$ cat src/rtl/sata_fis_data_extractor_if.sv
// ---------------------------------------------------------------------------
// sata_fis_data_extractor_if
// Bus bundle for the receive-side data FIS extractor.
//   i_*     : link-layer receive stream (one FIS per packet, CRC stripped)
//   o_*     : payload stream towards the transport/command layer
//   stat_*  : one status record per received frame
// Modports:
//   slave   : the extractor's view (consumes i_*, produces o_* and stat_*)
//   master  : the environment's view (drives i_*, o_rdy, stat_ready)
// ---------------------------------------------------------------------------
interface sata_fis_data_extractor_if;
    logic [31:0] i_dat;
    logic        i_val;
    logic        i_eop;
    logic        i_err;
    logic        i_rdy;

    logic [31:0] o_dat;
    logic        o_val;
    logic        o_eop;
    logic        o_rdy;

    logic        stat_valid;
    logic [11:0] stat_count;
    logic        stat_err_type;
    logic        stat_err_len;
    logic        stat_err_crc;
    logic        stat_ready;

    modport slave (
        input  i_dat, i_val, i_eop, i_err, o_rdy, stat_ready,
        output i_rdy, o_dat, o_val, o_eop,
               stat_valid, stat_count, stat_err_type, stat_err_len, stat_err_crc
    );

    modport master (
        output i_dat, i_val, i_eop, i_err, o_rdy, stat_ready,
        input  i_rdy, o_dat, o_val, o_eop,
               stat_valid, stat_count, stat_err_type, stat_err_len, stat_err_crc
    );
endinterface

$ cat src/rtl/sata_fis_data_extractor.sv
// ---------------------------------------------------------------------------
// sata_fis_data_extractor
// Checks that word 0 of each received frame is a DATA FIS header (type 0x46),
// strips it, and forwards the payload dwords as a packet stream. Every input
// frame produces exactly one status record (payload count + error flags).
// Ports:
//   clk   : clock
//   reset : asynchronous reset, active-high
//   bus   : sata_fis_data_extractor_if.slave (input stream, output stream,
//           status record)
// Parameters:
//   MAX_WORDS : maximum payload dwords forwarded per frame (1..2048)
// ---------------------------------------------------------------------------
module sata_fis_data_extractor #(
    parameter int MAX_WORDS = 2048
) (
    input  logic                        clk,
    input  logic                        reset,
    sata_fis_data_extractor_if.slave    bus
);

    localparam logic [7:0]  DATA_FIS_TYPE = 8'h46;
    localparam logic [11:0] LAST_IDX      = 12'(MAX_WORDS - 1);

    typedef enum logic [1:0] {
        HEAD = 2'd0,
        PASS = 2'd1,
        DROP = 2'd2,
        STAT = 2'd3
    } state_t;

    state_t      state_reg, state_next;
    logic [11:0] count_reg, count_next;
    logic        err_type_reg, err_type_next;
    logic        err_len_reg,  err_len_next;
    logic        err_crc_reg,  err_crc_next;

    logic        at_max;
    logic        in_xfer;

    // Index of the payload word currently presented is the last one allowed.
    assign at_max  = (count_reg == LAST_IDX);
    assign in_xfer = bus.i_val & bus.i_rdy;

    always_ff @(posedge clk or posedge reset) begin
        if (reset) begin
            state_reg    <= HEAD;
            count_reg    <= '0;
            err_type_reg <= 1'b0;
            err_len_reg  <= 1'b0;
            err_crc_reg  <= 1'b0;
        end else begin
            state_reg    <= state_next;
            count_reg    <= count_next;
            err_type_reg <= err_type_next;
            err_len_reg  <= err_len_next;
            err_crc_reg  <= err_crc_next;
        end
    end

    always_comb begin
        state_next    = state_reg;
        count_next    = count_reg;
        err_type_next = err_type_reg;
        err_len_next  = err_len_reg;
        err_crc_next  = err_crc_reg;
        bus.i_rdy     = 1'b0;
        bus.o_val     = 1'b0;
        bus.o_eop     = 1'b0;
        bus.o_dat     = bus.i_dat;
        bus.stat_valid = 1'b0;

        unique case (state_reg)
            HEAD: begin
                bus.i_rdy = 1'b1;
                if (in_xfer) begin
                    if (bus.i_dat[7:0] == DATA_FIS_TYPE) begin
                        count_next = '0;
                        if (bus.i_eop) begin
                            // Header-only DATA FIS: nothing to forward.
                            err_len_next = 1'b1;
                            err_crc_next = bus.i_err;
                            state_next   = STAT;
                        end else begin
                            state_next   = PASS;
                        end
                    end else begin
                        err_type_next = 1'b1;
                        if (bus.i_eop) begin
                            err_crc_next = bus.i_err;
                            state_next   = STAT;
                        end else begin
                            state_next   = DROP;
                        end
                    end
                end
            end

            PASS: begin
                // Zero-latency pass-through; downstream ready gates upstream.
                bus.o_val = bus.i_val;
                bus.i_rdy = bus.o_rdy;
                bus.o_eop = bus.i_eop | at_max;
                if (in_xfer) begin
                    count_next = count_reg + 12'd1;
                    if (bus.i_eop) begin
                        // i_err only matters on the closing word here.
                        err_crc_next = bus.i_err;
                        state_next   = STAT;
                    end else if (at_max) begin
                        // Output packet already closed by the forced o_eop;
                        // discard the remainder of the oversize frame.
                        err_len_next = 1'b1;
                        state_next   = DROP;
                    end
                end
            end

            DROP: begin
                bus.i_rdy = 1'b1;
                if (in_xfer) begin
                    err_crc_next = err_crc_reg | bus.i_err;
                    if (bus.i_eop) begin
                        state_next = STAT;
                    end
                end
            end

            STAT: begin
                bus.stat_valid = 1'b1;
                if (bus.stat_ready) begin
                    count_next    = '0;
                    err_type_next = 1'b0;
                    err_len_next  = 1'b0;
                    err_crc_next  = 1'b0;
                    state_next    = HEAD;
                end
            end

            default: begin
                state_next = HEAD;
            end
        endcase
    end

    assign bus.stat_count    = count_reg;
    assign bus.stat_err_type = err_type_reg;
    assign bus.stat_err_len  = err_len_reg;
    assign bus.stat_err_crc  = err_crc_reg;

endmodule

$ cat src/flat_wrapper.sv
// flat-port wrapper written by rule: the top's interface ports become plain ports
module sata_fis_data_extractor_flat 
#(
    parameter int MAX_WORDS = 2048
)
  (clk, reset, bus_i_dat, bus_i_val, bus_i_eop, bus_i_err, bus_o_rdy, bus_stat_ready, bus_i_rdy, bus_o_dat, bus_o_val, bus_o_eop, bus_stat_valid, bus_stat_count, bus_stat_err_type, bus_stat_err_len, bus_stat_err_crc);
  sata_fis_data_extractor_if bus_i ();
  input  logic clk;
  input  logic reset;
  input wire logic [$bits(bus_i.i_dat)-1:0] bus_i_dat;
  input wire logic [$bits(bus_i.i_val)-1:0] bus_i_val;
  input wire logic [$bits(bus_i.i_eop)-1:0] bus_i_eop;
  input wire logic [$bits(bus_i.i_err)-1:0] bus_i_err;
  input wire logic [$bits(bus_i.o_rdy)-1:0] bus_o_rdy;
  input wire logic [$bits(bus_i.stat_ready)-1:0] bus_stat_ready;
  output wire logic [$bits(bus_i.i_rdy)-1:0] bus_i_rdy;
  output wire logic [$bits(bus_i.o_dat)-1:0] bus_o_dat;
  output wire logic [$bits(bus_i.o_val)-1:0] bus_o_val;
  output wire logic [$bits(bus_i.o_eop)-1:0] bus_o_eop;
  output wire logic [$bits(bus_i.stat_valid)-1:0] bus_stat_valid;
  output wire logic [$bits(bus_i.stat_count)-1:0] bus_stat_count;
  output wire logic [$bits(bus_i.stat_err_type)-1:0] bus_stat_err_type;
  output wire logic [$bits(bus_i.stat_err_len)-1:0] bus_stat_err_len;
  output wire logic [$bits(bus_i.stat_err_crc)-1:0] bus_stat_err_crc;
  assign bus_i.i_dat = bus_i_dat;
  assign bus_i.i_val = bus_i_val;
  assign bus_i.i_eop = bus_i_eop;
  assign bus_i.i_err = bus_i_err;
  assign bus_i.o_rdy = bus_o_rdy;
  assign bus_i.stat_ready = bus_stat_ready;
  assign bus_i_rdy = bus_i.i_rdy;
  assign bus_o_dat = bus_i.o_dat;
  assign bus_o_val = bus_i.o_val;
  assign bus_o_eop = bus_i.o_eop;
  assign bus_stat_valid = bus_i.stat_valid;
  assign bus_stat_count = bus_i.stat_count;
  assign bus_stat_err_type = bus_i.stat_err_type;
  assign bus_stat_err_len = bus_i.stat_err_len;
  assign bus_stat_err_crc = bus_i.stat_err_crc;
  sata_fis_data_extractor #(.MAX_WORDS(MAX_WORDS)) u_core (.clk(clk), .reset(reset), .bus(bus_i));
endmodule
$ cat config.mk
export PLATFORM = sky130hd
export DESIGN_NAME = sata_fis_data_extractor_flat
export DESIGN_NICKNAME = d
export VERILOG_FILES = /design/src/rtl/sata_fis_data_extractor_if.sv /design/src/rtl/sata_fis_data_extractor.sv /design/src/flat_wrapper.sv
export SDC_FILE = /design/constraint.sdc
export NUM_CORES = 1
export LEC_CHECK = 0
export ABC_AREA = 1
export BUFFER_PORTS_ARGS = -buffer_cell sky130_fd_sc_hd__buf_2
export CAP_MARGIN = 20
export CORE_MARGIN = 3
export CORE_UTILIZATION = 40
export CTS_CLUSTER_DIAMETER = 50
export CTS_CLUSTER_SIZE = 20
export DETAILED_ROUTE_END_ITERATION = 7
export GPL_ROUTABILITY_DRIVEN = 0
export HOLD_SLACK_MARGIN = 0.1
export PLACE_DENSITY = 0.77
export SLEW_MARGIN = 20
export SYNTH_ARGS = -nofsm -noshare
export SYNTH_HDL_FRONTEND = slang
export SYNTH_SLANG_ARGS = --single-unit
$ cat constraint.sdc
create_clock -name clk -period 1.67 [get_ports clk]
set_input_delay 0.2505 -clock clk [delete_from_list [all_inputs] [get_ports clk]]
set_output_delay 0.2505 -clock clk [all_outputs]
set_load 0.03 [all_outputs]
# Word-level counts from Yosys, hierarchy flattened
# Index checks and enable logic that the tools add are counted.
[totals] ff_bits=17 in_bits=39 out_inout_bits=51 word_cells=72
[op_classes] addsub=1 eq_ne=18 muxes=35 bitwise_logic=3 reduce_logical=10
[op_table] cell="two-way mux 12 bit" n=4
[op_table] cell="one-hot mux 12 bit (3 select lines)" n=1
[op_table] cell="two-way mux 2 bit" n=9
[op_table] cell="two-way mux 1 bit" n=16
[op_table] cell="!= test 2 x 1 -> 1 bit, second input constant" n=7
[op_table] cell="adder 12 x 1 -> 12 bit, second input constant" n=1
[op_table] cell="equality test 12 x 11 -> 1 bit, second input constant" n=1
[op_table] cell="!= test 2 bit, second input constant" n=5
[op_table] cell="equality test 8 x 7 -> 1 bit, second input constant" n=1
[op_table] cell="one-hot mux 2 bit (4 select lines)" n=1
[op_table] cell="AND reduction 4 bit" n=2
[op_table] cell="AND reduction 8 bit" n=1
[op_table] cell="one-hot mux 1 bit (3 select lines)" n=2
[op_table] cell="AND reduction 6 bit" n=1
[op_table] cell="AND reduction 5 bit" n=1
[op_table] cell="equality test 2 bit, second input constant" n=2
[op_table] cell="one-hot mux 1 bit (2 select lines)" n=2
[op_table] cell="OR reduction 2 bit" n=2
[op_table] cell="!= test 3 x 2 -> 1 bit, second input constant" n=1
[op_table] cell="nonzero test 3 bit" n=1
[op_table] cell="equality test 2 x 1 -> 1 bit, second input constant" n=1
[op_table] cell="logical NOT 2 bit" n=1
[op_table] cell="bitwise OR 1 bit" n=2
[op_table] cell="nonzero test 2 bit" n=1
[op_table] cell="AND 1 bit" n=1

# Depth between registers and ports, before layout
# Gate-level depths: netlist of the first run.
[logic_depth] depth_word=6 mapped_depth=10 depth_no_buf=10

# Worst setup path before layout of the first run
# Ideal clock, no wire load.
[synth_path] kind="flip-flop to output port" startpoint="register u_core.count_reg[1], in the netlist u_core.bus.stat_count[1]" endpoint="output port bus_o_eop" arrival_time_ns=1.595 required_ns=1.419 slack_ns=-0.176 stages_incl_launch_ff=6 n_path_buf=0 cell_sequence="dfrtp_1 -> ha_1 -> nand2_1 -> nor2_4 -> nand3_1 -> a21oi_1"
[synth_between] elab_chain_cells=3
[synth_lines] item="from (decl)" line="sata_fis_data_extractor.sv:33" rtl="logic [11:0] count_reg, count_next;"
[synth_lines] item="from (signal assigned)" line="sata_fis_data_extractor.sv:54" rtl="count_reg <= count_next;"
[synth_lines] item="equality test 12 x 11 -> 1 bit" line="sata_fis_data_extractor.sv:42" rtl="assign at_max = (count_reg == LAST_IDX);"
[synth_lines] item="bitwise OR 1 bit" line="sata_fis_data_extractor.sv:103" rtl="bus.o_eop = bus.i_eop | at_max;"
[synth_lines] item="two-way mux 1 bit" line="sata_fis_data_extractor.sv:73" rtl="unique case (state_reg)"
[synth_lines] item="to (decl)" line="flat_wrapper.sv:19" rtl="output wire logic [$bits(bus_i.o_eop)-1:0] bus_o_eop;"
# No other way between the ends.

# Worst setup path in the final report of the first run
# Same ends and word-level chain as after synthesis.

==> results of run 1 <==
-- worst reg2reg max path: cells and delay by family (launching register included) --
family                     cells  cell delay, ns
adders and majority gates      1            0.18
and+or+nand+nor                4            0.39
DFF                            1            0.42
AOI/OAI and AO/OA              1            0.06
buffers and inverters          4            0.46
-- area by class of cell --
type | instances | area share
inverters | 27 | 0.05140
multi-input cells | 148 | 0.4486
well taps | 48 | 0.03046
repair buffers | 69 | 0.2291
clock inverters | 1 | 0.002538
flip-flops and latches | 17 | 0.2170
clock buffers | 3 | 0.02094
-- what timing repair did --
action / CTS / global route
hold buffers: 1 / 0
resized for setup: 16 / 21
setup endpoints to repair: 10 / 19
hold endpoints to repair: 17 / 0
buffers inserted: 8 / 6
pin swaps: 1 / 5
-- through the flow --
step           instances   TNS, ns  setup WS (ns)
6_report             313  -0.05651       -0.03303
5_1_grt              313   -0.4132        -0.1196
4_1_cts              307  -0.07951       -0.04375
3_5_place_dp         294  -0.03355       -0.01865
3_3_place_gp         294         0        0.06284
2_1_floorplan        226         0        0.02488
-- placed cells by master (no fill, tap or decap) --
cell and n:
sky130_fd_sc_hd__nor2_1 13, sky130_fd_sc_hd__ha_4 3, sky130_fd_sc_hd__nand3_4 3, sky130_fd_sc_hd__o21ai_1 3, sky130_fd_sc_hd__inv_1 20, sky130_fd_sc_hd__a21oi_4 2
sky130_fd_sc_hd__nand2_1 68, sky130_fd_sc_hd__dlygate4sd3_1 1, sky130_fd_sc_hd__nor2_4 5, sky130_fd_sc_hd__dfrtp_2 2, sky130_fd_sc_hd__dfrtp_1 15, sky130_fd_sc_hd__nor2_2 3
sky130_fd_sc_hd__xnor2_1 1, sky130_fd_sc_hd__nand2_2 4, sky130_fd_sc_hd__nor3_2 1, sky130_fd_sc_hd__nand2_4 1, sky130_fd_sc_hd__xor2_1 5, sky130_fd_sc_hd__nand4_1 4
sky130_fd_sc_hd__buf_6 7, sky130_fd_sc_hd__nor3_1 1, sky130_fd_sc_hd__clkinv_2 1, sky130_fd_sc_hd__buf_4 23, sky130_fd_sc_hd__o21ai_0 9, sky130_fd_sc_hd__buf_2 38
sky130_fd_sc_hd__nor3b_2 1, sky130_fd_sc_hd__ha_2 1, sky130_fd_sc_hd__a21oi_1 3, sky130_fd_sc_hd__clkbuf_8 3, sky130_fd_sc_hd__ha_1 3, sky130_fd_sc_hd__nand3b_1 1
sky130_fd_sc_hd__nand3_1 12, sky130_fd_sc_hd__inv_2 7, sky130_fd_sc_hd__o21ai_2 1
-- routing by layer --
metal / vias to the layer above / track usage / wire length (um)
met5: - / 0 / 0
met3: 5 / 0.01459 / 255
met2: 52 / 0.2706 / 1846
met1: 684 / 0.1972 / 1698
met4: 0 / 0.06203 / 56
li1: 748 / - / -
-- cells by family after synthesis --
family,count (synthesis),synth area share
and+or+nand+nor,117,0.3501
buffers and inverters,61,0.2286
DFF,17,0.2718
xor gates and xnor gates,6,0.03357
AOI/OAI and AO/OA,18,0.05995
adders and majority gates,7,0.05595
-- power breakdown --
group | internal (mW) | leakage [nW] | total [mW] | switching (mW)
Sequential | 0.500 | 0.225 | 0.561 | 0.0615
Combinational | 0.911 | 0.777 | 2.18 | 1.27
Clock | 0.166 | 0.0255 | 0.322 | 0.156
-- how the worst min path moves through the flow --
stage                     startpoint                        to  slack [ns]  cells after the start
after global routing       bus_i_err   u_core.bus.stat_err_crc        0.39                      5
after CTS                  bus_i_err   u_core.bus.stat_err_crc        0.34                      5
after global placement         reset  u_core.bus.stat_count[7]        0.28                      3
final                      bus_i_err   u_core.bus.stat_err_crc        0.35                      5
after floorplan                reset  u_core.bus.stat_count[0]        0.18                      1
after detailed placement       reset  u_core.bus.stat_err_type        0.27                      3
==> results.txt, run 1 <==
Largest register FFs: 12
insertion delay of the later-clocked pin in the worst-skew pair: 0.26 ns
Slew Limit Fails: 0
async set-reset flop share out of synthesis: 1.000
Sink Count: 17
Worst-path clk slew: 0.07 ns
global-route wire length before repair: 5671 um
final critical-path required period: 1.703 ns
# IOs: 90
CP endpoint kind: output port
area grow syn2layout: 25.98%
final antenna-violating net count: 0
CTS tree: done
DRC errors left: 0
WHS: 0.3470 ns
required arrival time at the worst endpoint: 1.42 ns
detailed-placement wirelength estimate: 2621 um
total track usage: 0.1559
slew at the pin with the worst max-slew slack: 0.2610 ns
area after detailed placement: 0.001683 mm^2
worst rel slew slack: 0.8250
library cells used by synthesis: 26
Congestion Overflow GR: 0
proportion of synthesized chip area in sequential cells: 0.2718
synthesis-stage register bit count: 17
most area-hungry cell type in the Yosys netlist: sky130_fd_sc_hd__dfrtp_1
largest stage delay on the critical path: 0.37 ns
violation count after the first detailed-route iteration: 113
class of the most critical hold timing path: primary input to flip-flop
power density of the placed cells: 1555 mW/mm^2
Setup Viol. Count Final: 2
count of cells along the worst register-to-register path: 10
area of the core: 0.003716 mm^2
routed wire length: 3857 um
# port buffers: 41
dominant synthesized flop cell: sky130_fd_sc_hd__dfrtp_1
vias in the first global route: 1287
peak supply drop: 0.8680 mV
detailed-router iteration count before antenna repair: 4
Final Hold Violating Endpoints: 0
total number of vias: 1489
per-cell via count in the routed design: 4.757
Post-synth top cells: sky130_fd_sc_hd__nand2_1, sky130_fd_sc_hd__buf_4, sky130_fd_sc_hd__inv_1
FP Rows: 22
failing checks: setup timing
mean routed wirelength per cell: 12.32 um
critical path, cell by cell: ha_2 > nand2_2 > nor2_4 > nand3_4 > a21oi_4 > buf_6
Storage cell area: 427.9 um^2
cell at the root of the clock tree: sky130_fd_sc_hd__clkbuf_8
maximum fanout encountered on the critical timing path: 4
Nets: 312
final cycle utilization of the critical path: 1.020
die boundary height: 68.56 um
category of the most critical setup path: flip-flop to output port
Crit path arrival time: 1.45 ns
Power, Total: 3.065 mW
maximum clock frequency: 587.2 MHz
Reg-to-Reg Start: u_core.state_reg[0]
area enclosed by the die boundary: 0.004700 mm^2
most frequent cell after synthesis: sky130_fd_sc_hd__nand2_1
number of buffers inserted during clock tree synthesis: 3
status: finished, violations left
CP Launch Type: flip-flop
post-route clock skew: 0.001281 ns
largest net degree at the start of global routing: 18
number of diodes added for antenna fixing: 0
crit-path leading delay family: flip-flops
fraction of layout cells with a size suffix above 1: 0.4000
worst setup path startpoint: u_core.bus.stat_count[1]
setup repair after global routing missed its margin: true
Bufs on Longest Clock Path: 2
Area contributors post-synth: sky130_fd_sc_hd__dfrtp_1, sky130_fd_sc_hd__nand2_1, sky130_fd_sc_hd__buf_4, sky130_fd_sc_hd__inv_1, sky130_fd_sc_hd__ha_1
proportion of netlist area held by the largest area contributor: 0.2718
worst setup slack for register-to-register paths: 0.04 ns
Mapped Cells: 226
count of filler cells inserted in the layout: 339
horizontal die dimension: 68.56 um
antenna violations before repair: 0
synthesized netlist net count: 272
max-cap check violation count: 0
capture instance of the worst register-to-register path: u_core.bus.stat_count[11]
cell area after technology mapping: 0.001565 mm^2
summed area of non-filler cells in the final layout: 0.001972 mm^2
number of synthesized flops with an enable pin: 0
average instance area after synthesis: 6.926 um^2
Worst setup endpoint: bus_o_eop
count of yosys warnings during synthesis: 0
post-route setup slack: -0.03303 ns
Final Core Density: 0.5306
worst-path cell with the longest stage delay: sky130_fd_sc_hd__dfrtp_1
area of combinational cells with multiple inputs: 884.6 um^2
initial core utilization: 0.4212
Clock H-tree levels: 1
WP depth: 6
cell leakage power: 1.028 nW
CP Buf/Inv Count: 1
Power figures use the tool's default switching activity.
==> run 2: changes to the inputs <==
- BUFFER_PORTS_ARGS: -buffer_cell sky130_fd_sc_hd__buf_2 -> unset
- DONT_BUFFER_PORTS: unset -> 1
- PLACE_DENSITY: 0.77 -> unset
==> run 2 against run 1 <==
Against the previous run:
- the flow still finishes with violations (setup timing)
- total power fell by 0.77%
- cell area shrank 7.7%
- die area is the same
- routed wire length barely moved
==> results.txt, run 2 (synthesis results as in run 1) <==
total track usage: 0.1658 (+0.009927)
area grow syn2layout: 16.23%
cell leakage power: 0.8813 nW (-14%)
FP Rows: 22 (unchanged)
Final Core Density: 0.4896 (-0.04108)
Sink Count: 17 (unchanged)
routed wire length: 3858 um (about the same)
mean routed wirelength per cell: 13.83 um (+12%)
non-filler instance count after layout: 279 (-11%)
largest net degree at the start of global routing: 18 (unchanged)
CTS tree: done
final critical-path required period: 1.691 ns (-0.01220 ns)
failing checks: setup timing
WHS: 0.2376 ns (-0.1093 ns)
detailed-placement wirelength estimate: 2558 um (-2.4%)
power density of the placed cells: 1672 mW/mm^2 (+7.6%)
count of filler cells inserted in the layout: 344 (+1.5%)
total number of vias: 1346 (-9.6%)
Worst-path clk slew: 0.07 ns (about the same)
area of the core: 0.003716 mm^2 (unchanged)
# port buffers: 0 (-100%)
DRC errors left: 0 (unchanged)
per-cell via count in the routed design: 4.824 (+1.4%)
Placed Cells: 261 (-11%)
peak supply drop: 0.9319 mV (+7.4%)
number of diodes added for antenna fixing: 0 (unchanged)
Setup Viol. Count Final: 2 (unchanged)
CP endpoint kind: output port
category of the most critical setup path: flip-flop to output port
class of the most critical hold timing path: primary input to flip-flop
post-route clock skew: 0.003240 ns (+0.001959 ns)
vias in the first global route: 1289 (+0.16%)
insertion delay of the later-clocked pin in the worst-skew pair: 0.26 ns (about the same)
area enclosed by the die boundary: 0.004700 mm^2 (unchanged)
Slew Limit Fails: 0 (unchanged)
Clock H-tree levels: 1 (unchanged)
maximum fanout encountered on the critical timing path: 7 (+3)
Congestion Overflow GR: 0 (unchanged)
final antenna-violating net count: 0 (unchanged)
cell at the root of the clock tree: sky130_fd_sc_hd__clkbuf_8
max-cap check violation count: 0 (unchanged)
Power, Total: 3.042 mW (-0.77%)
Nets: 278 (-11%)
Crit path arrival time: 1.44 ns (about the same)
maximum clock frequency: 591.4 MHz (+0.72%)
worst rel slew slack: 0.5385 (-0.2865)
violation count after the first detailed-route iteration: 85 (-25%)
top library cells by usage in the layout, fill and taps aside: sky130_fd_sc_hd__nand2_1, sky130_fd_sc_hd__buf_4, sky130_fd_sc_hd__inv_1
fraction of layout cells with a size suffix above 1: 0.3117 (-0.08831)
die boundary height: 68.56 um (unchanged)
required arrival time at the worst endpoint: 1.42 ns (about the same)
setup_tns: -0.02659 ns (+0.02992 ns)
post-route setup slack: -0.02083 ns (+0.01220 ns)
Largest register FFs: 12 (unchanged)
status: finished, violations left
Bufs on Longest Clock Path: 2 (unchanged)
# IOs: 90 (unchanged)
most frequent standard cell in the layout excluding fill and tap cells: sky130_fd_sc_hd__nand2_1
CP Launch Type: flip-flop
antenna violations before repair: 0 (unchanged)
initial core utilization: 0.4212 (unchanged)
global-route wire length before repair: 5837 um (+2.9%)
setup repair after global routing missed its margin: true
slew at the pin with the worst max-slew slack: 0.6915 ns (+0.4305 ns)
Final Hold Violating Endpoints: 0 (unchanged)
horizontal die dimension: 68.56 um (unchanged)
number of buffers inserted during clock tree synthesis: 3 (unchanged)
final cycle utilization of the critical path: 1.012 (-0.007305)
detailed-router iteration count before antenna repair: 4 (unchanged)
[run 2: cell types whose count changed in the layout (fill, tap and decap cells not counted), sizes merged]
cell	previous run	this run
buf	68	33
nand3	15	16
[run 2: layer usage]
layer,routed length (um),track usage
met5,0,0
met1,1586,0.1974
met4,89,0.09181
met3,293,0.05348
met2,1887,0.2622
[run 2: timing repair]
| action | CTS | global route |
|---|---|---|
| hold endpoints to repair | 17 | 0 |
| setup endpoints to repair | 14 | 17 |
| gates resized for setup | 18 | 19 |
| hold buffers | 1 | 0 |
| setup buffers | 7 | 5 |
| gates cloned | 1 | 0 |
| pin swaps | 5 | 13 |
[run 2: area by class of cell]
class / count / area (um^2) / share of cell area
clock buffers: 3 / 41.29 / 0.02270
multi-input cells: 149 / 907.1 / 0.4986
inverters: 27 / 106.4 / 0.05846
flip-flops and latches: 17 / 426.7 / 0.2345
well taps: 48 / 60.06 / 0.03301
clock inverters: 1 / 5.005 / 0.002751
repair buffers: 34 / 272.8 / 0.1499
[run 2: critical path, stage by stage (launching register included)]
cell                      delay [ns]
sky130_fd_sc_hd__dfrtp_2        0.43
sky130_fd_sc_hd__buf_6          0.13
sky130_fd_sc_hd__ha_4           0.17
sky130_fd_sc_hd__inv_1          0.07
sky130_fd_sc_hd__buf_6          0.14
sky130_fd_sc_hd__a21oi_4        0.24
[run 2: report_power, final]
group / internal, mW / switching (mW)
Combinational: 0.853 / 1.22
Sequential: 0.496 / 0.149
Clock: 0.166 / 0.156
Total: 1.52 / 1.53
[run 2: final timing paths]
check	from	endpoint	slack (ns)	cells past startpoint
worst max register to register	u_core.state_reg[0]	u_core.bus.stat_count[2]	-0.01	10
worst min register to register	u_core.bus.stat_count[2]	u_core.bus.stat_count[2]	0.56	2
min in group asynchronous	reset	u_core.bus.stat_count[11]	0.54	2
max in group asynchronous	reset	u_core.state_reg[0]	0.65	2
worst max-delay path	u_core.state_reg[0]	bus_o_eop	-0.02	5
worst min-delay path	bus_i_err	u_core.bus.stat_err_crc	0.24	4
[run 2: per-stage QoR]
step | setup slack (ns) | area (um^2)
finish | -0.02083 | 1819
global route | -0.08053 | 1819
CTS | -0.05158 | 1733
detailed placement | -0.1107 | 1538
global placement | -0.06517 | 1538
floorplan | 0.02488 | 1577
